`src/rtl/bsg_fma_aux_adder_pipe_if.sv`:
```
// Operand, result and valid/ready bundle for bsg_fma_aux_adder_pipe.
// The slave side is the adder; the master side is its upstream/downstream neighbour.
interface bsg_fma_aux_adder_pipe_if #(parameter int unsigned width_p = 8);
  logic               v_i;
  logic               ready_o;
  logic [width_p-1:0] a_l_i;
  logic [width_p-1:0] a_h_i;
  logic [width_p-1:0] b_l_i;
  logic [width_p-1:0] b_h_i;
  logic               acc_i;
  logic               v_o;
  logic               ready_i;
  logic [width_p-1:0] mod_o;

  modport slave (
    input  v_i, a_l_i, a_h_i, b_l_i, b_h_i, acc_i, ready_i,
    output ready_o, v_o, mod_o
  );

  modport master (
    output v_i, a_l_i, a_h_i, b_l_i, b_h_i, acc_i, ready_i,
    input  ready_o, v_o, mod_o
  );
endinterface

```
`src/rtl/bsg_fma_aux_adder_pipe.sv`:
```
// Two-stage cross-term adder: (a_h*b_l + a_l*b_h [+ previous result]) mod 2^width_p,
// with valid/ready back-pressure and two transactions of buffering.
module bsg_fma_aux_adder_pipe #(
  parameter int unsigned width_p = 8
) (
  input logic                     clk_i,
  input logic                     reset_i,
  bsg_fma_aux_adder_pipe_if.slave io
);
  localparam int unsigned W    = width_p;
  localparam int unsigned ROWS = 2 * width_p;

  logic [W-1:0] w_rows [ROWS];
  logic [W-1:0] w_sum;
  logic [W-1:0] w_car;
  logic [W-1:0] w_maj;
  logic [W-1:0] w_s2_sum;
  logic         w_in_fire;
  logic         w_s2_load;

  logic         r_s1_v;
  logic         r_acc;
  logic [W-1:0] r_csa_a;
  logic [W-1:0] r_csa_b;
  logic         r_s2_v;
  logic [W-1:0] r_mod;

  // Partial-product rows, each truncated to the result width.
  always_comb begin
    for (int unsigned i = 0; i < W; i++) begin
      w_rows[i]     = (io.a_h_i & {W{io.b_l_i[i]}}) << i;
      w_rows[W + i] = (io.a_l_i & {W{io.b_h_i[i]}}) << i;
    end
  end

  // Carry-save reduction of all rows down to a sum/carry pair.
  always_comb begin
    w_sum = '0;
    w_car = '0;
    w_maj = '0;
    for (int unsigned r = 0; r < ROWS; r++) begin
      w_maj = (w_sum & w_car) | (w_sum & w_rows[r]) | (w_car & w_rows[r]);
      w_sum = w_sum ^ w_car ^ w_rows[r];
      w_car = w_maj << 1;
    end
  end

  assign w_in_fire  = io.v_i & io.ready_o;
  assign w_s2_load  = r_s1_v & (~r_s2_v | io.ready_i);
  assign io.ready_o = ~r_s1_v | w_s2_load;

  // r_mod doubles as the accumulator, so a chained input sees the result loaded one edge earlier.
  assign w_s2_sum = r_csa_a + r_csa_b + (r_acc ? r_mod : W'(0));

  always_ff @(posedge clk_i or posedge reset_i) begin
    if (reset_i) begin
      r_s1_v  <= 1'b0;
      r_acc   <= 1'b0;
      r_csa_a <= '0;
      r_csa_b <= '0;
    end else if (w_in_fire) begin
      r_s1_v  <= 1'b1;
      r_acc   <= io.acc_i;
      r_csa_a <= w_sum;
      r_csa_b <= w_car;
    end else if (w_s2_load) begin
      r_s1_v  <= 1'b0;
    end
  end

  always_ff @(posedge clk_i or posedge reset_i) begin
    if (reset_i) begin
      r_s2_v <= 1'b0;
      r_mod  <= '0;
    end else if (w_s2_load) begin
      r_s2_v <= 1'b1;
      r_mod  <= w_s2_sum;
    end else if (r_s2_v & io.ready_i) begin
      r_s2_v <= 1'b0;
    end
  end

  assign io.v_o   = r_s2_v;
  assign io.mod_o = r_mod;
endmodule
```
`src/flat_wrapper.sv`:
```
// flat-port wrapper written by rule: the top's interface ports become plain ports
module bsg_fma_aux_adder_pipe_flat 
#(
  parameter int unsigned width_p = 8
)
  (clk_i, reset_i, io_v_i, io_a_l_i, io_a_h_i, io_b_l_i, io_b_h_i, io_acc_i, io_ready_i, io_ready_o, io_v_o, io_mod_o);
  bsg_fma_aux_adder_pipe_if #(.width_p(width_p)) io_i ();
  input logic clk_i;
  input logic reset_i;
  input wire logic [$bits(io_i.v_i)-1:0] io_v_i;
  input wire logic [$bits(io_i.a_l_i)-1:0] io_a_l_i;
  input wire logic [$bits(io_i.a_h_i)-1:0] io_a_h_i;
  input wire logic [$bits(io_i.b_l_i)-1:0] io_b_l_i;
  input wire logic [$bits(io_i.b_h_i)-1:0] io_b_h_i;
  input wire logic [$bits(io_i.acc_i)-1:0] io_acc_i;
  input wire logic [$bits(io_i.ready_i)-1:0] io_ready_i;
  output wire logic [$bits(io_i.ready_o)-1:0] io_ready_o;
  output wire logic [$bits(io_i.v_o)-1:0] io_v_o;
  output wire logic [$bits(io_i.mod_o)-1:0] io_mod_o;
  assign io_i.v_i = io_v_i;
  assign io_i.a_l_i = io_a_l_i;
  assign io_i.a_h_i = io_a_h_i;
  assign io_i.b_l_i = io_b_l_i;
  assign io_i.b_h_i = io_b_h_i;
  assign io_i.acc_i = io_acc_i;
  assign io_i.ready_i = io_ready_i;
  assign io_ready_o = io_i.ready_o;
  assign io_v_o = io_i.v_o;
  assign io_mod_o = io_i.mod_o;
  bsg_fma_aux_adder_pipe #(.width_p(width_p)) u_core (.clk_i(clk_i), .reset_i(reset_i), .io(io_i));
endmodule
```
`config.mk`:
```
export PLATFORM = sky130hd
export DESIGN_NAME = bsg_fma_aux_adder_pipe_flat
export DESIGN_NICKNAME = d
export VERILOG_FILES = /design/src/rtl/bsg_fma_aux_adder_pipe_if.sv /design/src/rtl/bsg_fma_aux_adder_pipe.sv /design/src/flat_wrapper.sv
export SDC_FILE = /design/constraint.sdc
export NUM_CORES = 1
export LEC_CHECK = 0
export BUFFER_PORTS_ARGS = -buffer_cell sky130_fd_sc_hd__buf_2
export CAP_MARGIN = 20
export CORE_UTILIZATION = 52
export DETAILED_ROUTE_END_ITERATION = 7
export PLACE_DENSITY = 0.78
export SETUP_SLACK_MARGIN = 0.3
export SYNTH_ARGS = -nofsm -noshare
export SYNTH_HDL_FRONTEND = slang
export SYNTH_SLANG_ARGS = --single-unit
```
`constraint.sdc`:
```
create_clock -name clk_i -period 2.1 [get_ports clk_i]
set_input_delay 0.315 -clock clk_i [delete_from_list [all_inputs] [get_ports clk_i]]
set_output_delay 0.315 -clock clk_i [all_outputs]
set_load 0.01 [all_outputs]
```
==> summary.txt <==
outcome: complete, but fails checks
failing checks: negative setup slack
Synth Area in Compound Gates: 0.0512
number of global-route vias before repair: 2168
CTS tree: yes
number of synthesized register bits: 19
clk_lat worst skew: 0.25 ns
relative slew slack: 0.524
Leakage: 1.66 nW
first-pass GRT wire length: 9.39 mm
sequential share of power: 0.150
mean number of vias per cell: 4.88
die area: 5320 um^2
Initial Utilization: 0.546
HP Class: input pin to asynchronous set/reset pin
Final Non-Filler Cells: 428
die extent in y: 72.9 um
Slowest Stage Delay on Critical Path: 0.51 ns
DRC viols: 0
Main synth FF type: dfrtp_1
Post-Syn Area: 2620 um^2
drt pass-1 iters: 4
Internal: 0.00237 W
Worst EP required: 2.24 ns
worst setup margin: -5.18 ns
hpwl dp: 4.83 mm
max-cap violation count: 0
total CTS buffers: 3
Post-CTS Hold Buffers: 0
Max Clk Rate: 0.137 GHz
main combinational cell family by area after synthesis: adder cells
nets: 456
cell mode on critical path: fa_1
Tmin final: 7.28 ns
initial antenna violation count: 0
grt ovf: 0
iteration-0 DRC count of the detailed router: 74
setup_tns: -17.88 ns
ratio of cells with drive above 1 in the final layout: 0.330
syn_area_per_cell: 9.37 um^2
post-synthesis async set-or-reset flop share: 1.00
sequential area share after synthesis: 0.182
# setup viols final: 6
top cells by count, synth: 50 x nand2_1, 45 x and2_1, 39 x inv_1
final period utilization: 3.46
post-synthesis cell type count: 22
crit end category: flip-flop
largest net degree at the start of global routing: 20
Net Switching: 0.00181 W
worst path buffer plus inverter count: 6
Max IR drop VDD: 1.08 mV
final hold vios: 0
die span in x: 72.9 um
Ports: 47
Clock Power Share: 0.060
Post-DRT Antenna Nets: 0
diode count: 0
synth warn: 0
Post-Route WL: 5.74 mm
simple-gate share of the synthesized area: 0.192
Pwr Total: 0.00418 W
root buf cell: clkbuf_8
Post-Syn Instances: 279
cell taking the most area after synthesis: fa_1
pwr/cell area: 1230 nW/um^2
Setup CP Type: input pin to flip-flop
RSZ-0062 raised after global routing: true
worst-margin pin slew: 0.714 ns
count leader, synth: nand2_1
sw frac: 0.433
top-area cell type share of the netlist area: 0.283
CP Launch Type: input pin
crit-path max FO: 3
Pins Over Slew Limit: 0
Crit path max-delay family: adder cells
critical path data arrival time: 7.42 ns
clock skew after layout: 0.00233 ns
port buffer count: 46
Adder-Cell Fraction of Synth Area: 0.379
Total GRT Usage: 0.237
DR vias: 2089
CTS Sinks: 19
Final Util: 0.707
Worst-path clk slew: 0.07 ns
syn_nets: 373
row count: 25
H-tree Lvls: 1
Clock Tree Buf Depth: 2
Placed Cells incl. Taps: 418
Layout area overhead: 29.4%
core area: 4790 um^2
Area contributors post-synth: fa_1 28%, dfrtp_1 18%, and2_1 11%, ha_1 9.6%, xnor2_1 8.4%
post-synthesis mux area share: 0.0172
Post-synth EDFFs: 0
hold_ws: 0.167 ns
logic gate share of total power: 0.790
GPL Wtd Cong: 0.845
wire per inst: 13.4 um
Worst path slowest cell: fa_1
Synth Area in XOR/XNOR: 0.120
## power groups by stage
| stage | Clock, W | Sequential (W) | Combinational (W) |
|---|---|---|---|
| floorplan | 0 | 0.000641 | 0.00237 |
| global placement | 0 | 0.000614 | 0.00287 |
| detailed placement | 0 | 0.000625 | 0.00313 |
| CTS | 0.000254 | 0.000618 | 0.00323 |
| global route | 0.000267 | 0.000649 | 0.00369 |
| finish | 0.000250 | 0.000627 | 0.00330 |
## flip-flops by register name (all words and copies together) (netlist names)
signal / cells
u_core.io.mod_o: 8
u_core.r_acc: 1
u_core.r_csa_a: 8
u_core.r_s1_v: 1
u_core.io.v_o: 1
## what timing repair did
action / CTS / global route
resized for setup: 16 / 14
pin swaps: 16 / 13
endpoints found under the setup margin: 11 / 13
setup buffers: 4 / 2
## path summary, 6_finish.rpt
kind                                                start                              to  slack (ns)  cells past startpoint
setup / recovery                              io_a_h_i[5]   u_core.r_csa_a[7]$_DFFE_PP0P_       -5.18                     27
hold / removal                                    reset_i  u_core.io.mod_o[5]$_DFFE_PP0P_        0.17                      2
setup reg to reg                 u_core.r_acc$_DFFE_PP0P_  u_core.io.mod_o[7]$_DFFE_PP0P_        0.04                      9
hold reg to reg            u_core.io.mod_o[3]$_DFFE_PP0P_  u_core.io.mod_o[3]$_DFFE_PP0P_        0.49                      2
max in group asynchronous                         reset_i        u_core.r_acc$_DFFE_PP0P_        1.44                      2
min in group clk_i                                 io_v_i       u_core.r_s1_v$_DFFE_PP0P_        0.27                      2
## area by class of cell
| class | count | area (um^2) |
|---|---|---|
| flip-flops and latches | 19 | 477 |
| repair buffers | 80 | 514 |
| multi-input cells | 219 | 2120 |
| well taps | 67 | 83.8 |
| fillers | 388 | 1400 |
| clock buffers | 4 | 45.0 |
| inverters | 39 | 146 |
## stage by stage
step / instance area [um^2] / setup slack (ns)
2_1_floorplan: 2660 / -5.08
3_3_place_gp: 3180 / -5.32
3_5_place_dp: 3180 / -5.50
4_1_cts: 3300 / -5.21
5_1_grt: 3380 / -5.37
6_report: 3380 / -5.18
## metal layers
layer	up-vias	GRT usage	wire length, um
met3	11	0.0152	132
met5	-	0	0
met4	0	0.0806	124
met1	1009	0.278	2270
met2	51	0.456	3220
li1	1018	-	-
## kinds of logic (layout without fill, tap and decap cells)
kind of cell / Yosys count / after routing
flip-flops: 19 / 19
multiplexers: 4 / 4
AND/OR/NAND/NOR: 100 / 100
XOR/XNOR: 35 / 35
AO/OA/AOI/OAI: 23 / 23
adder cells (fa/ha/maj): 57 / 57
buffers and inverters: 41 / 123
## placed cells by master (no fill, tap or decap)
cell,count
o21bai_1,1
o21ai_1,7
inv_1,32
nand2_1,49
a211o_1,1
ha_4,6
nand2b_1,3
buf_2,42
xor2_1,9
a31oi_2,1
fa_1,33
or2_2,1
and2_4,3
xnor2_1,23
buf_6,5
and2_1,42
clkbuf_1,1
ha_1,14
o21bai_2,1
o21ai_0,6
mux2_2,4
inv_2,7
dfrtp_1,18
xnor2_2,3
nand2_2,1
a21o_1,2
fa_2,4
nand3b_1,1
buf_4,33
clkbuf_8,3
dfrtp_2,1
a21oi_2,4
(Power assumes the default switching activity.)
